--- config.mk ---
export PLATFORM = sky130hd
export DESIGN_NAME = uart_byte_rx
export DESIGN_NICKNAME = d
export VERILOG_FILES = /design/src/rtl/uart_byte_rx.sv
export SDC_FILE = /design/constraint.sdc
export NUM_CORES = 1
export LEC_CHECK = 0
export CAP_MARGIN = 20
export CORE_AREA = 10 10 79 81
export DETAILED_ROUTE_END_ITERATION = 7
export DIE_AREA = 0 0 89 91
export PLACE_DENSITY = 0.66
export SLEW_MARGIN = 10
export SYNTH_ARGS = -nofsm -noshare
export SYNTH_HDL_FRONTEND = slang
export SYNTH_SLANG_ARGS = --single-unit
export TNS_END_PERCENT = 1
--- constraint.sdc ---
create_clock -name clk_in -period 1.5 [get_ports clk_in]
set_input_delay 0.3 -clock clk_in [delete_from_list [all_inputs] [get_ports clk_in]]
set_output_delay 0.3 -clock clk_in [all_outputs]
set_load 0.01 [all_outputs]
--- src/rtl/uart_byte_rx.sv ---
// UART byte receiver: 8N1 framing, 2-flop synchronized input, mid-bit sampling.
// Emits a one-cycle rx_done for good frames and frame_err for a low stop bit.
module uart_byte_rx #(
  parameter int CLK_FREQ  = 50000000,
  parameter int BAUD_RATE = 9600
) (
  input  logic       clk_in,
  input  logic       rst_in,
  input  logic       rs232_rx,
  output logic [7:0] rx_data,
  output logic       rx_done,
  output logic       rx_state,
  output logic       frame_err
);

  localparam int          BPS_INT = CLK_FREQ / BAUD_RATE;
  localparam logic [15:0] BPS_M1  = 16'(BPS_INT - 1);
  localparam logic [15:0] HALF    = 16'(BPS_INT >> 1);

  typedef enum logic [1:0] {
    IDLE  = 2'd0,
    START = 2'd1,
    DATA  = 2'd2,
    STOP  = 2'd3
  } state_t;

  state_t      state;
  state_t      state_next;
  logic        sync1;
  logic        rx_s;
  logic        rx_d;
  logic        start_det;
  logic [15:0] cnt;
  logic [15:0] cnt_next;
  logic [2:0]  idx;
  logic [2:0]  idx_next;
  logic [7:0]  shreg;
  logic [7:0]  shreg_next;
  logic [7:0]  data_next;
  logic        done_next;
  logic        err_next;
  logic        at_half;
  logic        at_end;

  // Input synchronizer and edge-detect delay; reset to idle-high to avoid a false start
  always_ff @(posedge clk_in) begin
    if (rst_in) begin
      sync1 <= 1'b1;
      rx_s  <= 1'b1;
      rx_d  <= 1'b1;
    end else begin
      sync1 <= rs232_rx;
      rx_s  <= sync1;
      rx_d  <= rx_s;
    end
  end

  assign start_det = rx_d & ~rx_s;
  assign at_half   = (cnt == HALF);
  assign at_end    = (cnt == BPS_M1);

  // State register
  always_ff @(posedge clk_in) begin
    if (rst_in) begin
      state <= IDLE;
    end else begin
      state <= state_next;
    end
  end

  // Next-state, datapath and output decode
  always_comb begin
    state_next = state;
    idx_next   = idx;
    shreg_next = shreg;
    data_next  = rx_data;
    done_next  = 1'b0;
    err_next   = 1'b0;
    cnt_next   = 16'd0;
    case (state)
      IDLE: begin
        idx_next = 3'd0;
        if (start_det) begin
          state_next = START;
        end else begin
          state_next = IDLE;
        end
      end
      START: begin
        if (at_half && rx_s) begin
          state_next = IDLE;
        end else if (at_end) begin
          state_next = DATA;
        end else begin
          state_next = START;
        end
      end
      DATA: begin
        if (at_half) begin
          shreg_next = {rx_s, shreg[7:1]};
        end else begin
          shreg_next = shreg;
        end
        if (at_end) begin
          if (idx == 3'd7) begin
            state_next = STOP;
            idx_next   = 3'd0;
          end else begin
            state_next = DATA;
            idx_next   = idx + 3'd1;
          end
        end else begin
          state_next = DATA;
          idx_next   = idx;
        end
      end
      STOP: begin
        // Leave at mid-stop so the next start edge is never missed
        if (at_half) begin
          state_next = IDLE;
          if (rx_s) begin
            data_next = shreg;
            done_next = 1'b1;
          end else begin
            err_next = 1'b1;
          end
        end else begin
          state_next = STOP;
        end
      end
      default: begin
        state_next = IDLE;
        idx_next   = 3'd0;
      end
    endcase

    if ((state == IDLE) || (state_next == IDLE)) begin
      cnt_next = 16'd0;
    end else if (at_end) begin
      cnt_next = 16'd0;
    end else begin
      cnt_next = cnt + 16'd1;
    end
  end

  // Datapath and registered outputs
  always_ff @(posedge clk_in) begin
    if (rst_in) begin
      cnt       <= 16'd0;
      idx       <= 3'd0;
      shreg     <= 8'd0;
      rx_data   <= 8'd0;
      rx_done   <= 1'b0;
      frame_err <= 1'b0;
      rx_state  <= 1'b0;
    end else begin
      cnt       <= cnt_next;
      idx       <= idx_next;
      shreg     <= shreg_next;
      rx_data   <= data_next;
      rx_done   <= done_next;
      frame_err <= err_next;
      rx_state  <= (state_next != IDLE);
    end
  end

endmodule

# Word-level counts from Yosys, hierarchy flattened
# Index checks and enable logic that the tools add are counted.
[word_totals]
wordCells = 47
regBits = 43
inputBits = 3
[op_classes]
bitwise = 4
n_reduce_logical = 11
add_sub_neg = 2
mux = 12
eq_ne = 7
[op_table]
columns = ["operator", "count"]
rows = [
  ["adder 16 x 1 -> 16 bit, second input constant", 1],
  ["equality test 16 x 12 -> 1 bit, second input constant", 1],
  ["equality test 16 x 13 -> 1 bit, second input constant", 1],
  ["2-to-1 mux 2 bit", 4],
  ["case mux 2 bit (4 select lines)", 1],
  ["2-to-1 mux 3 bit", 2],
  ["case mux 3 bit (2 select lines)", 1],
  ["OR reduction 3 bit", 2],
  ["equality test 2 bit, second input constant", 2],
  ["zero test 2 bit", 2],
  ["2-to-1 mux 1 bit", 4],
  ["AND reduction 2 bit", 2],
  ["nonzero test 2 bit", 2],
  ["adder 3 x 1 -> 3 bit, second input constant", 1],
  ["equality test 3 bit, second input constant", 1],
  ["NOT 1 bit", 3],
  ["AND reduction 3 bit", 1],
  ["equality test 2 x 1 -> 1 bit, second input constant", 1],
  ["!= test 2 bit, second input constant", 1],
  ["AND 1 bit", 1],
  ["logical AND 1 bit", 1],
  ["logical OR 1 bit", 1],
]

# Longest topological paths before layout
# Gate-level depths: netlist of run 1.
[logic_depth]
ltp_word = 7
ltp_mapped = 8
depth_no_buf = 6

# Worst setup path after synthesis of run 1
# OpenSTA, ideal clock, no wires.
[synth_timing]
path_type = "reg2reg"
startpoint = "reg cnt[0]"
endpoint = "reg idx[0]"
synth_period_minus_slack_ns = 1.631
arrival_time_ns = 1.556
path_stages_with_launch = 7
setup_ns = 0.074
setup_slack_ns = -0.131
path_buffers = 1
t_required_ns = 1.426
path_cell_list = "dfxtp_1 > ha_1 > buf_4 > and4bb_2 > nand4_4 > or4_1 > a31oi_1"
[synth_via]
elab_chain_len = 3
[synth_lines]
columns = ["element", "line_no", "source"]
rows = [
  ["start: declaration", "33", "logic [15:0] cnt;"],
  ["start signal: assignment", "157", "cnt <= cnt_next;"],
  ["equality test 16 x 13 -> 1 bit", "60", "assign at_end = (cnt == BPS_M1);"],
  ["!= test 2 bit (no line)", "--", ""],
  ["AND reduction 2 bit (no line)", "--", ""],
  ["end signal: assignment", "158", "idx <= idx_next;"],
  ["end: declaration", "35", "logic [2:0] idx;"],
]
# Every way passes these cells.
# A chain may end at the register's enable or synchronous reset.

# Final worst setup path of run 1
[layout_timing]
startpoint = "reg cnt[14]"
endpoint = "reg state[0]"
[layout_via]
elab_chain_len = 4
[layout_lines]
columns = ["element", "line_no", "source"]
rows = [
  ["equality test 16 x 13 -> 1 bit / equality test 16 x 12 -> 1 bit (equally long branches)", "60, 59", ""],
  ["2-to-1 mux 2 bit / logical AND 1 bit (equally long branches)", "92, 90", ""],
  ["2-to-1 mux 2 bit", "90", "if (at_half && rx_s) begin"],
  ["case mux 2 bit (4 select lines) *", "80", "case (state)"],
  ["end signal: assignment", "67", "state <= state_next;"],
  ["end: declaration", "27", "state_t state;"],
]
# Every way passes the cells marked *; elsewhere a longest branch is shown, timed or not.

==> metrics.md, run 1 <==
| Metric | Value |
|---|---|
| Outcome | complete, but fails checks |
| Failing checks | negative setup slack |
| Mux contribution to synthesized area | 0% |
| H-tree depth | 2 |
| Remaining global-route overflow | 0 |
| Yosys reg bits | 43 |
| Per-cell routed wire length | around 15 µm |
| Routed WL | ~4800 µm |
| Pre-CTS WS | -0.112 ns |
| Drc violations | 0 |
| Drt pass-1 iters | 4 |
| Slew @ Worst Pin | about 0.57 ns |
| Via Count | around 1800 |
| Finished Layout Cells | between 300 and 400 |
| Hold Path Class | register to register |
| CTS Sinks | 43 |
| Setup crit end kind | register |
| Nets | around 270 |
| CP Class | register to register |
| Die area | slightly above 8000 µm² |
| Root Driver | clkbuf_8 |
| Core Rows | 25 |
| Post-Syn Nets | approximately 230 |
| GRT Resource Usage Total | approximately 12% |
| Final clock skew | between 0.009 and 0.01 ns |
| YS warnings | 0 |
| Antenna Cells | 0 |
| WP data required | approximately 1.7 ns |
| Reg clk slew, reported paths | 0.08 ns |
| DR vias/cell | 5.49 |
| Met1 usage | approximately 15% |
| CTS tree | built |
| Slew Limit Fails | 0 |
| Post-Synth Simple-Gate Area | between 20% and 30% |
| CORE AREA | approximately 4700 µm² |
| Grt peak-use layer | met2 |
| VDD IR max | between 0.5 and 0.6 mV |
| Ports | 14 |
| Post-synth cell types | 39 |
| Min cycle time layout | ~1.6 ns |
| M3 GR Usage | approximately 3.3% |
| Avg Cell Area, Syn | 8.92 µm² |
| Post-Synthesis Cell Area | 1980 µm² |
| CP arrival | approximately 1.8 ns |
| Leakage Power | around 1.1 nW |
| Post-synth top area share | between 40 and 50% |
| Initial Util | between 40 and 50% |
| Port Buf Inserts | 13 |
| Synth area leaders | dfxtp_1 (43%), nand3_1 (7.1%), nor3_1 (5.3%), xnor2_1 (4.9%), o21ai_0 (4.5%) |
| Post-synth top cells | dfxtp_1 (43), nand3_1 (28), nor3_1 (21) |
| DRT iter0 DRCs | 177 |
| Main combinational cell family by area after synthesis | simple AND/OR/NAND/NOR gates |
| PwrDens | ~740 nW/µm² |
| Fin crit share | 105% |
| Count leader, synth | dfxtp_1 |
| Fmax | roughly 0.64 GHz |
| Placed cell count | 305 |
| EDFF count, synth | 0 |
| Final worst slack | -0.0735 ns |
| Grt met2 use | roughly a fifth |
| Clock latency on the worst-skew pair | 0.30 ns |
| Synth Area in Adders | 2.53% |
| Largest net degree at the start of global routing | 22 |
| Cts bufs inserted | 5 |
| Dpl hpwl | ~3100 µm |
| Synth Area in Compound Gates | 12.1% |
| Initial antenna violation count | 0 |
| Slew HR | 61.8% |
| CTS Buffer Depth | 2 |
| Routed Antenna Nets | 0 |
| P&R area growth vs syn | 35.6% |
| Max-cap viol count | 0 |
| Finish-stage setup viols | 30 |
| # fillers | just under 400 |
| GP Congestion | roughly 0.87 |
| Die Span Y | 91 µm |
| Critical Path Fanout Max | 4 |
| Synth Flop Type | dfxtp_1 |
| Post-synth ARST share | 0% |
| First-pass GRT wire length | a little over 8000 µm |
| Fraction of layout cells with a size suffix above 1 | 32.6% |
| Die width | 89 µm |
| Cell taking the most area after synthesis | dfxtp_1 |
| Number of global-route vias before repair | 1781 |
| Seq/Total Area, Yosys | between 40 and 50% |
| Post-synthesis xor/xnor area fraction | around 6.2% |
| Synth Instances | ~220 |
| Hold Vio Cnt, Final | 0 |
| CP Launch Type | register |
| RSZ-0062 raised after global routing | yes |
-- critical path: stages (launching register included) --
cell,delay [ns]
dfxtp_2,0.36
nor4b_4,0.36
nand4_4,0.16
or4b_4,0.54
nand3_2,0.09
-- flip-flops by register name, indices dropped and copies added (netlist names) --
register and count:
cnt 16, frame_err 1, idx 3, rx_d 1, rx_data 8, rx_done 1, rx_s 1, rx_state 1
shreg 8, state 2, sync1 1
-- cells in the final DEF, fill, tap and decap left out, types with 2 or more instances in the layout --
cell | netlist | layout
dfxtp_1 | 43 | 36
buf_4 | 3 | 33
nand3_1 | 28 | 27
o21ai_0 | 18 | 18
a21oi_1 | 17 | 17
nor3_2 | 2 | 12
nand2_1 | 11 | 11
nor3_1 | 21 | 11
xnor2_1 | 11 | 11
dlymetal6s2s_1 | 0 | 8
inv_1 | 7 | 7
nor2_1 | 7 | 7
clkbuf_8 | 1 | 5
dfxtp_2 | 0 | 5
or2_2 | 4 | 4
clkdlybuf4s50_1 | 0 | 4
buf_12 | 0 | 4
and4bb_2 | 4 | 3
xor2_1 | 3 | 3
nand4_1 | 3 | 3
a31oi_1 | 3 | 3
ha_1 | 4 | 3
nand4_4 | 1 | 2
nor4_1 | 4 | 2
clkinvlp_4 | 0 | 2
dfxtp_4 | 0 | 2
-- kinds of logic (layout without fill, tap and decap cells) --
| logic type | Yosys count | after routing |
|---|---|---|
| xor+xnor | 14 | 14 |
| compound gates | 43 | 43 |
| simple gates | 96 | 97 |
| flops | 43 | 43 |
| buf+inv | 22 | 66 |
| fa+ha+maj | 4 | 4 |
-- per-stage QoR --
stage | hold WS, ns | area [µm²] | utilization [%] | power, mW | TNS (ns)
3_3_place_gp | 0.397 | 2370 | 50.8 | 1.26 | -0.412
3_5_place_dp | 0.397 | 2370 | 50.8 | 1.26 | -1.57
2_1_floorplan | 0.389 | 1990 | - | 1.22 | -0.413
5_1_grt | 0.438 | 2690 | 57.6 | 2.07 | -4.94
4_1_cts | 0.417 | 2640 | 56.6 | 2.01 | -0.596
6_report | 0.413 | 2690 | 57.6 | 1.99 | -0.599
-- report_power, final --
part	switching, mW	total, mW	internal, mW
clock	0.423	0.756	0.333
sequential	0.00621	1.15	1.14
combinational	0.0490	0.0839	0.0348
-- final timing paths --
| path | endpoint | slack [ns] | startpoint | cells past startpoint |
|---|---|---|---|---|
| worst min-delay path | rx_s | 0.41 | sync1 | 1 |
| worst max register to register | state[0] | -0.07 | cnt[14] | 4 |
| worst min register to register | rx_s | 0.41 | sync1 | 1 |
| worst max-delay path | state[0] | -0.07 | cnt[14] | 4 |
-- timing repair --
action	CTS	global route
resized for setup	27	13
hold buffers	0	0
buffers inserted	7	0
cloned	1	0
pin swaps	17	2
endpoints found under the setup margin	36	47
-- routing by layer --
| metal | vias to the layer above | part of all wire (%) | routed length, µm |
|---|---|---|---|
| met3 | 14 | 4.4 | 211 |
| met5 | - | 0 | 0 |
| met4 | 0 | 2.7 | 128 |
| li1 | 893 | - | - |
| met2 | 42 | 47 | 2240 |
| met1 | 814 | 46 | 2200 |
-- layout make-up --
type                       count  area (µm²)  share of cell area [%]
multi-input combinational    158        1140                    42.3
sequential                    43         875                    32.6
timing repair buffer          51         488                    18.2
clock buffer                   5        68.8                    2.56
tap                           54        67.6                    2.52
inverter                       7        26.3                   0.979
clock inverter                 3        23.8                   0.885
Note: power is estimated with default switching activity, not from simulation.
==> run 2, diff against run 1 <==
--- a/config.mk
+++ b/config.mk
@@ -6,10 +6,11 @@
 export NUM_CORES = 1
 export LEC_CHECK = 0
 export CAP_MARGIN = 20
-export CORE_AREA = 10 10 79 81
+export CORE_AREA = 2 2 71 73
 export DETAILED_ROUTE_END_ITERATION = 7
-export DIE_AREA = 0 0 89 91
+export DIE_AREA = 0 0 73 75
 export PLACE_DENSITY = 0.66
+export SKIP_CTS_REPAIR_TIMING = 1
 export SLEW_MARGIN = 10
 export SYNTH_ARGS = -nofsm -noshare
 export SYNTH_HDL_FRONTEND = slang
==> metrics.md, run 2 (same netlist as run 1, synthesis figures left out) <==
| Metric | Value |
|---|---|
| Outcome | complete, but fails checks |
| Failing checks | negative setup slack |
| Cts bufs inserted | 5 |
| Root Driver | clkbuf_8 |
| Ports | 14 |
| Max-cap viol count | 0 |
| Min cycle time layout | roughly 1.6 ns |
| CTS Sinks | 43 |
| CP arrival | 1.82 ns |
| Metal3 WL | approximately 190 µm |
| Finished Layout Cells | between 300 and 400 |
| Critical Path Fanout Max | 8 |
| CP Launch Type | register |
| Routed Antenna Nets | 0 |
| Slew Limit Fails | 0 |
| VDD IR max | 0.349 mV |
| Total negative slack | -0.357 ns |
| Final clock skew | approximately 0.011 ns |
| CTS Buffer Depth | 2 |
| Dpl hpwl | slightly above 3000 µm |
| Fin crit share | 105% |
| CORE AREA | 4660 µm² |
| First-pass GRT wire length | 7420 µm |
| Worst reg2reg setup slack | -0.07 ns |
| Met2 WL | 2130 µm |
| Drc violations | 0 |
| GP Congestion | a little under 0.9 |
| GRT Resource Usage Total | between 10% and 20% |
| Leading cell type in the layout, fill and taps excluded | dfxtp_1 |
| Leakage Power | 1.02 nW |
| P&R area growth vs syn | 32.8% |
| Initial Util | roughly 42% |
| Reg clk slew, reported paths | roughly 0.090 ns |
| Die width | approximately 73 µm |
| RSZ-0062 raised after global routing | yes |
| Setup crit end kind | register |
| Metal-1 WL | around 2200 µm |
| Die area | 5480 µm² |
| Drt pass-1 iters | 4 |
| Commonest cells after routing, fill and taps aside | dfxtp_1 (39), buf_4 (35), nand3_1 (28) |
| Remaining global-route overflow | 0 |
| DR vias/cell | 5.60 |
| Hold slack final | about 0.42 ns |
| Final core utilization | a little under three fifths |
| Largest net degree at the start of global routing | 19 |
| Largest Register | cnt |
| Max Used Layer | met4 |
| Clock latency on the worst-skew pair | roughly 0.30 ns |
| Hold Path Class | register to register |
| Max reg flops | 16 |
| Antenna Cells | 0 |
| Core Rows | 25 |
| Port Buf Inserts | 13 |
| Die Span Y | approximately 75 µm |
| Number of global-route vias before repair | about 1600 |
| Via Count | 1791 |
| Initial antenna violation count | 0 |
| Placed cell count | roughly 310 |
| Slew @ Worst Pin | about 0.36 ns |
| Final worst slack | -0.0741 ns |
| Routed WL | 4580 µm |
| H-tree depth | 2 |
| WP data required | approximately 1.7 ns |
| DRT iter0 DRCs | 153 |
| Post-layout power | roughly 2 mW |
| Hold Vio Cnt, Final | 0 |
| Biggest regs | cnt (16), rx_data (8), shreg (8) |
| CP Class | register to register |
| Per-cell routed wire length | approximately 14 µm |
| Finish-stage setup viols | 15 |
| Fraction of layout cells with a size suffix above 1 | between 30% and 40% |
| Fmax | between 0.6 and 0.7 GHz |
| CTS tree | built |
| # fillers | roughly 390 |
| PwrDens | 762 nW/µm² |
| Nets | between 200 and 300 |
| Slew HR | about three quarters |
[run 2: layout make-up]
cell class	instances	area [µm²]	area share [%]
tap	54	67.6	2.57
clock buffer	5	68.8	2.62
clock inverter	3	23.8	0.904
inverter	7	26.3	0.999
timing repair buffer	51	464	17.6
sequential	43	868	33.0
multi-input combinational	157	1110	42.2
[run 2: critical path, cell delays in order (launching register included)]
cell      delay (ns)
dfxtp_4         0.38
ha_4            0.13
and4bb_2        0.25
nand4_4         0.13
or4b_1          0.54
nand3_1         0.09
[run 2: where the power goes]
| part | leakage, nW | switching, mW | internal, mW |
|---|---|---|---|
| logic | 0.631 | 0.0534 | 0.0378 |
| registers | 0.349 | 0.00517 | 1.15 |
| clock network | 0.0408 | 0.430 | 0.333 |
| total | 1.02 | 0.488 | 1.52 |
[run 2: per-stage QoR]
step	cell area [µm²]	worst slack, ns
2_1_floorplan	1990	-0.0756
4_1_cts	2480	-0.118
3_5_place_dp	2390	-0.119
5_1_grt	2630	-0.147
6_report	2630	-0.0741
3_3_place_gp	2390	-0.0542
[run 2: final timing paths]
| path | from | endpoint | depth (start not counted) |
|---|---|---|---|
| setup reg to reg | cnt[0] | state[0] | 5 |
| hold reg to reg | sync1 | rx_s | 1 |
| hold / removal | sync1 | rx_s | 1 |
| setup / recovery | cnt[0] | state[0] | 5 |
[run 2: per-layer routing]
metal,vias to the layer above,track usage [%]
met5,-,0
met1,857,24.2
met2,43,26.3
met4,0,5.97
met3,6,4.15
li1,885,-
